==> config.mk <==
export PLATFORM = sky130hd
export DESIGN_NAME = pulse_stretch_flat
export DESIGN_NICKNAME = d
export VERILOG_FILES = /design/src/rtl/vm_pkg.sv /design/src/rtl/pulse_stretch_if.sv /design/src/rtl/pulse_stretch_cycle_timer.sv /design/src/rtl/pulse_stretch.sv /design/src/flat_wrapper.sv
export SDC_FILE = /design/constraint.sdc
export NUM_CORES = 1
export LEC_CHECK = 0
export CORE_MARGIN = 1.5
export CORE_UTILIZATION = 62
export CTS_BUF_LIST = sky130_fd_sc_hd__clkbuf_4
export DETAILED_ROUTE_END_ITERATION = 7
export DONT_BUFFER_PORTS = 1
export PLACE_DENSITY = 0.75
export SYNTH_ARGS = -nofsm -noshare
export SYNTH_HDL_FRONTEND = slang
export SYNTH_HIERARCHICAL = 1
export SYNTH_SLANG_ARGS = --single-unit
==> constraint.sdc <==
create_clock -name clk -period 4.8 [get_ports clk]
set_clock_uncertainty 0.05 [all_clocks]
set_input_delay 0.48 -clock clk [delete_from_list [all_inputs] [get_ports clk]]
set_output_delay 0.48 -clock clk [all_outputs]
set_load 0.1 [all_outputs]
==> src/rtl/vm_pkg.sv <==
// vm_pkg: state encodings and default timing shared by the vending board I/O blocks
package vm_pkg;
  typedef enum logic [1:0] {
    PS_IDLE = 2'd0,
    PS_ON   = 2'd1,
    PS_GAP  = 2'd2
  } ps_state_t;
  // 30 ms at 50 MHz
  localparam int DEF_CYCLES = 1500000;
endpackage

==> src/rtl/pulse_stretch_if.sv <==
// pulse_stretch_if: event request in, stretched pulse and status out
interface pulse_stretch_if #(parameter int PEND_W = 3);
  logic              trig;
  logic              out;
  logic              busy;
  logic              dropped;
  logic [PEND_W-1:0] pending;
  modport master (output trig, input out, busy, dropped, pending);
  modport slave  (input trig, output out, busy, dropped, pending);
endinterface

==> src/rtl/pulse_stretch_cycle_timer.sv <==
// cycle_timer: up-counter with clear/enable that flags when it reaches a terminal value
module cycle_timer #(
  parameter int CNT_W = 25
) (
  input  logic             clk,
  input  logic             reset_n,
  input  logic             clr,
  input  logic             en,
  input  logic [CNT_W-1:0] term,
  output logic             done
);
  logic [CNT_W-1:0] cnt;
  assign done = cnt == term;
  // count while enabled, restart from zero on clear
  always_ff @(posedge clk or negedge reset_n)
    if (!reset_n) cnt <= '0;
    else if (clr) cnt <= '0;
    else if (en) cnt <= cnt + 1'b1;
endmodule

==> src/rtl/pulse_stretch.sv <==
// pulse_stretch: stretches single-cycle events into ON/GAP pulses; PULSE_STRETCH_QUEUE_EN queues events arriving while busy
module pulse_stretch
  import vm_pkg::*;
#(
  parameter int ON_CYCLES  = DEF_CYCLES,
  parameter int OFF_CYCLES = DEF_CYCLES,
  parameter int CNT_W      = 25,
  parameter int PEND_W     = 3
) (
  input logic             clk,
  input logic             reset_n,
  pulse_stretch_if.slave  bus
);
  if (ON_CYCLES < 1 || OFF_CYCLES < 1 ||
      ((ON_CYCLES - 1) >> CNT_W) != 0 || ((OFF_CYCLES - 1) >> CNT_W) != 0) begin : g_bad_cfg
    $error("pulse_stretch: CNT_W too small for ON_CYCLES/OFF_CYCLES, or a length below 1");
  end
  ps_state_t        state, state_n;
  logic             done, last_gap, drop, has_pend;
  logic [CNT_W-1:0] term;
`ifdef PULSE_STRETCH_QUEUE_EN
  logic [PEND_W-1:0] pend, pend_n;
  // queue bookkeeping: the last GAP cycle dequeues unless a new event replaces the dequeued one
  always_comb begin
    pend_n = pend;
    drop   = 1'b0;
    if (last_gap) pend_n = pend - PEND_W'(pend != '0 && !bus.trig);
    else if (state != PS_IDLE && bus.trig) begin
      drop   = pend == '1;
      pend_n = drop ? pend : pend + 1'b1;
    end
  end
  // pending count register
  always_ff @(posedge clk or negedge reset_n)
    if (!reset_n) pend <= '0;
    else pend <= pend_n;
  assign has_pend    = pend != '0;
  assign bus.pending = pend;
`else
  assign drop        = bus.trig && state != PS_IDLE && !last_gap;
  assign has_pend    = 1'b0;
  assign bus.pending = '0;
`endif
  // next state; a trig on the final GAP cycle chains straight into the next pulse
  always_comb begin
    term     = state == PS_ON ? CNT_W'(ON_CYCLES - 1) : CNT_W'(OFF_CYCLES - 1);
    last_gap = state == PS_GAP && done;
    state_n  = state == PS_IDLE ? (bus.trig ? PS_ON : PS_IDLE) :
               state == PS_ON   ? (done ? PS_GAP : PS_ON) :
               last_gap         ? ((has_pend || bus.trig) ? PS_ON : PS_IDLE) : PS_GAP;
  end
  cycle_timer #(.CNT_W(CNT_W)) u_timer (
    .clk    (clk),
    .reset_n(reset_n),
    .clr    (state_n != state),
    .en     (state != PS_IDLE),
    .term   (term),
    .done   (done)
  );
  // state and registered outputs, derived from the state being entered
  always_ff @(posedge clk or negedge reset_n)
    if (!reset_n) begin
      state       <= PS_IDLE;
      bus.out     <= 1'b0;
      bus.busy    <= 1'b0;
      bus.dropped <= 1'b0;
    end else begin
      state       <= state_n;
      bus.out     <= state_n == PS_ON;
      bus.busy    <= state_n != PS_IDLE;
      bus.dropped <= drop;
    end
endmodule
==> src/flat_wrapper.sv <==
// flat-port wrapper written by rule: the top's interface ports become plain ports
module pulse_stretch_flat import vm_pkg::*;
#(
  parameter int ON_CYCLES  = DEF_CYCLES,
  parameter int OFF_CYCLES = DEF_CYCLES,
  parameter int CNT_W      = 25,
  parameter int PEND_W     = 3
)
  (clk, reset_n, bus_trig, bus_out, bus_busy, bus_dropped, bus_pending);
  pulse_stretch_if #(.PEND_W(PEND_W)) bus_i ();
  input logic clk;
  input logic reset_n;
  input wire logic [$bits(bus_i.trig)-1:0] bus_trig;
  output wire logic [$bits(bus_i.out)-1:0] bus_out;
  output wire logic [$bits(bus_i.busy)-1:0] bus_busy;
  output wire logic [$bits(bus_i.dropped)-1:0] bus_dropped;
  output wire logic [$bits(bus_i.pending)-1:0] bus_pending;
  assign bus_i.trig = bus_trig;
  assign bus_out = bus_i.out;
  assign bus_busy = bus_i.busy;
  assign bus_dropped = bus_i.dropped;
  assign bus_pending = bus_i.pending;
  pulse_stretch #(.ON_CYCLES(ON_CYCLES), .OFF_CYCLES(OFF_CYCLES), .CNT_W(CNT_W), .PEND_W(PEND_W)) u_core (.clk(clk), .reset_n(reset_n), .bus(bus_i));
endmodule
# == After elaboration in Yosys (flattened, before gate mapping) ==
# Cells that the tools add are included.
# totals
register_bits,30
latchBits,0
ram_bits,0
rom_bits,0
output_inout_bits,6
word_cells,26
mem_count,0
# op_classes
addsub,1
n_mul,0
div_mod_pow,0
magnitude_cmp,0
n_eq_ne,5
n_shift,0
mux,7
bitwise,0
reduce_logical,8
# ops
op,count
$mux W25,2
$add A25 B1 Y25 const B,1
$eq A25 B21 Y1 const B,1
$mux W2,4
$reduce_bool A2 Y1,3
$eq A2 B1 Y1 const B,2
$logic_and A1 B1 Y1,3
$eq A2 B2 Y1 const B,1
$logic_not A2 Y1,1
$ne A2 B2 Y1,1
$logic_not A1 Y1,1
$mux W1,1

# == Longest topological paths before layout ==
# depth
depth_word,7
mapped_depth,12
ltp_nobuf,10

# == By module ==
# Netlist, hierarchy kept.
# modules_own_cells
module,n_inst,cells_each,area_each_um2
cycle_timer,1,170,1596.5
pulse_stretch,1,22,230.2

# == Worst setup path after synthesis ==
# Ideal clock, no wire load.
# synth_timing
kind,reg2reg
startpoint,reg u_core.u_timer.cnt[22]
endpoint,reg u_core.u_timer.cnt[14]
setup_ps,125
arrival_ps,2966
slack_ps,1660
path_stages_with_launch,12
path_buffers,1
period_less_slack_ps,3140
cell_sequence,dfrtp_1 -> xor2_1 -> nor4_1 -> nand4_1 -> nor4_1 -> nor2b_1 -> o31ai_1 -> clkbuf_1 -> o21ai_0 -> nor2_1 -> nand3_1 -> mux2_2
# synth_between
elab_chain_len,7
# synth_lines
element,line,text
start: declaration,pulse_stretch_cycle_timer.sv:12,logic [CNT_W-1:0] cnt;
start signal: assignment,pulse_stretch_cycle_timer.sv:18,else if (en) cnt <= cnt + 1'b1;
$eq A25 B21 Y1 *,pulse_stretch_cycle_timer.sv:13,assign done = cnt == term;
named net u_core.done,pulse_stretch.sv:19,"logic done, last_gap, drop, has_pend;"
$logic_and A1 B1 Y1,pulse_stretch.sv:47,last_gap = state == PS_GAP && done;
$mux W2,pulse_stretch.sv:50,last_gap ? ((has_pend || bus.trig) ? PS_ON : PS_IDLE) : PS_GAP;
$mux W2 *,pulse_stretch.sv:49,state == PS_ON ? (done ? PS_GAP : PS_ON) :
$mux W2 *,pulse_stretch.sv:48,state_n = state == PS_IDLE ? (bus.trig ? PS_ON : PS_IDLE) :
$ne A2 B2 Y1 *,pulse_stretch.sv:55,".clr (state_n != state),"
$mux W25 / $reduce_bool A2 Y1 (equally long branches),-,
# Mark *: on every way through the listed nets, which the timed path passes. The rest lies on a longest branch.
# A chain may end at the register's enable or synchronous reset.

# == Final worst setup path ==
# layout_timing
startpoint,reg u_core.u_timer.cnt[2]
endpoint,reg u_core.u_timer.cnt[15]
# Same word-level chain as after synthesis.

==> metrics.yaml <==
run_status:
  status: "finished clean"
timing:
  worstMarginPinSlew_ns: 0.870
  setup_viol: 0
  rsz0062_at_grt: "false"
  timing_max_transition_violations_final: 0
  hold_viol: 0
  fmax_ghz: 0.246
  slew_headroom_pct: 42.0
  finalCriticalPeriod_ns: 4.07
  finalSetupTns_ns: 0
  setup_slack_ns: 0.733
  fin_crit_sh_pct: 84.7
route:
  drtPass1Iterations: 4
  wl_per_cell_um: 14.7
  drtIter0Drc: 66
  vias: 1406
  ant_nets: 0
  drc: 0
  wl_mm: 3.62
  vias_per_cell: 5.69
logic_synthesis:
  yosysWarnings: 6
  synth.distinct_cells: 37
  ys_ff_latch: 30
  synth_async_sr_flop_share_pct: 100
  avgSynthCellArea_sq_um: 9.51
  yosys-top-cells-area: "dfrtp_1 (41%), xnor2_1 (9.6%), xor2_1 (9.1%), nor2_1 (4.5%), nand4_1 (3.4%)"
  synth_top_area_cell: "dfrtp_1"
  synth-edff-count: 0
  synthFlopType: "dfrtp_1"
  syn_inst: 192
  yosysSeqAreaShare_pct: 41.1
  syn_area_sq_um: 1830
  synth_top_area_share_pct: 41.1
setup_path:
  crit_type: "flop to flop"
  r2r_slack_ns: 0.73
  crit_path_start_kind: "flop"
  cp-end-kind: "flop"
  endpoint: "u_core/u_timer/cnt[15]$_DFFE_PN0P_"
  crit_start: "u_core/u_timer/cnt[2]$_DFFE_PN0P_"
  r2r-start: "u_core/u_timer/cnt[2]$_DFFE_PN0P_"
  crit_required_ns: 4.97
  crit_fanout: 16
  r2r_cells: 10
  rr_endpoint: "u_core/u_timer/cnt[15]$_DFFE_PN0P_"
  cp_data_arrival_time_ns: 4.24
cells_and_area:
  design.final.nets: 219
  diodes: 0
  drive_above_1_share_pct: 7.87
  fin_cells: 247
  syn2layout_area_growth_pct: 8.90
clock_network:
  clk_pin_slew_ns: 0.09
  clock_path_buffers: 2
  root_buffer: "clkbuf_4"
  cts_resized: 0
  cts_sinks: 30
  htreeDepth: 2
  cts_buffers: 5
  ctsHoldBuffers: 2
  cts_tree: "yes"
  clock_latency_ns: 0.34
  post_cts_buffers: 0
global_route:
  grt_overflow_total: 0
  grt_pass1_wl_mm: 6.35
  grt_pass1_vias: 1372
  grt_max_degree: 31
  grt_use_total_pct: 25.9
  antenna_found_initial: 0
hold_path:
  holdCritPathClass: "input port to flop"
floorplanning:
  initial_core_util_pct: 65.7
  ios: 9
  core_sq_um: 2780
  dieArea_sq_um: 3280
  die_h_um: 57.3
  rows: 19
  chipWidth_um: 57.3
pwr:
  p_seq_share_pct: 55.1
  comb_power_share_pct: 22.8
  p_sw_mw: 0.253
  cell_internal_pwr_mw: 0.417
  power_density_nw_per_um2: 337
  p_clk_share_pct: 22.1
  ir_drop_mv: 0.299
  switching_share_pct: 37.7
  cellLeakagePower_nw: 0.842
placement:
  preCtsSetupSlack_ns: 0.738
  dp.cells: 237
  port_buffers: 0
  dp_hpwl_mm: 2.66
  gp_congestion: 0.792
run:
  drv_cap: 0
## state kept, by name (all words and copies together), names as in the netlist
name / flops
u_core/bus.busy: 1
u_core/u_timer/cnt: 25
u_core/state: 2
u_core/bus.dropped: 1
u_core/bus.out: 1
## worst min-delay path by stage
| stage | from | end | slack (ns) | cells past startpoint |
|---|---|---|---|---|
| floorplan | reset_n | u_core/bus.busy$_DFF_PN0_ | 0.13 | 0 |
| global placement | reset_n | u_core/u_timer/cnt[22]$_DFFE_PN0P_ | 0.13 | 0 |
| detailed placement | reset_n | u_core/u_timer/cnt[22]$_DFFE_PN0P_ | 0.14 | 0 |
| CTS | bus_trig | u_core/bus.busy$_DFF_PN0_ | 0.20 | 1 |
| global route | bus_trig | u_core/bus.busy$_DFF_PN0_ | 0.19 | 1 |
| finish | bus_trig | u_core/bus.busy$_DFF_PN0_ | 0.20 | 1 |
## synthesized netlist by cell type, types with 4 or more instances
master and n:
dfrtp_1 30, nor2_1 22, xnor2_1 20, xor2_1 19
nand4_1 10, a21oi_1 9, nand3_1 7, nor4_1 7
nand2_1 6, o31ai_1 6, or4_1 6, o21ai_0 5
or3_1 5, buf_4 4, clkbuf_1 4
## stage by stage
step	cell area [sq um]	power, mW	utilization (%)	hold slack (ns)
2_1_floorplan	1920	0.490	-	0.134
3_3_place_gp	1910	0.509	68.5	0.135
3_5_place_dp	1910	0.518	68.5	0.135
4_1_cts	1990	0.673	71.5	0.201
5_1_grt	1990	0.714	71.5	0.190
6_report	1990	0.670	71.5	0.205
## worst max-delay path, stage by stage (launching register included)
cell      delay (ns)
dfrtp_1         0.54
xor2_1          0.11
nor4_1          0.29
nand4_1         0.12
nor4_1          0.70
nor2b_1         0.28
o31ai_4         0.63
o211ai_1        0.26
nor4_1          0.61
a21oi_1         0.14
a31o_2          0.24
## cell families after synthesis
group           count (synthesis)  synth area share [%]
buf+inv                        16                  4.93
xor+xnor                       39                  18.7
fa+ha+maj                       1                 0.685
other cells                     2                 0.411
compound gates                 27                  9.45
mux                             2                  1.16
simple gates                   75                  23.6
flops                          30                  41.1
## metal layers
metal | part of all wire (%) | track usage (%) | up-vias
li1 | - | - | 697
met1 | 45 | 33.8 | 681
met2 | 49 | 42.7 | 23
met3 | 4.4 | 6.12 | 5
met4 | 1.3 | 8.31 | 0
met5 | 0 | 0 | -
## final cells by class
| class | count | area [sq um] |
|---|---|---|
| multi-input combinational | 172 | 1100 |
| fill | 201 | 792 |
| sequential | 30 | 751 |
| clock buffer | 6 | 45.0 |
| tap | 31 | 38.8 |
| timing repair buffer | 3 | 37.5 |
| inverter | 3 | 11.3 |
| clock inverter | 2 | 8.76 |
## power groups by stage
stage	clock [mW]	combinational [mW]	sequential [mW]
floorplan	0	0.151	0.339
global placement	0	0.140	0.369
detailed placement	0	0.146	0.373
CTS	0.151	0.154	0.368
global route	0.162	0.175	0.376
finish	0.148	0.153	0.369
## placed cells by master, fill, tap and decap left out, types with 7 or more instances in the layout
cell,netlist,final
dfrtp_1,30,30
conb_1,2,28
nor2_1,22,22
xnor2_1,20,20
xor2_1,19,19
nand4_1,10,10
a21oi_1,9,9
nor4_1,7,7
nand3_1,7,7
No activity file was read; power rests on OpenSTA's default activity.
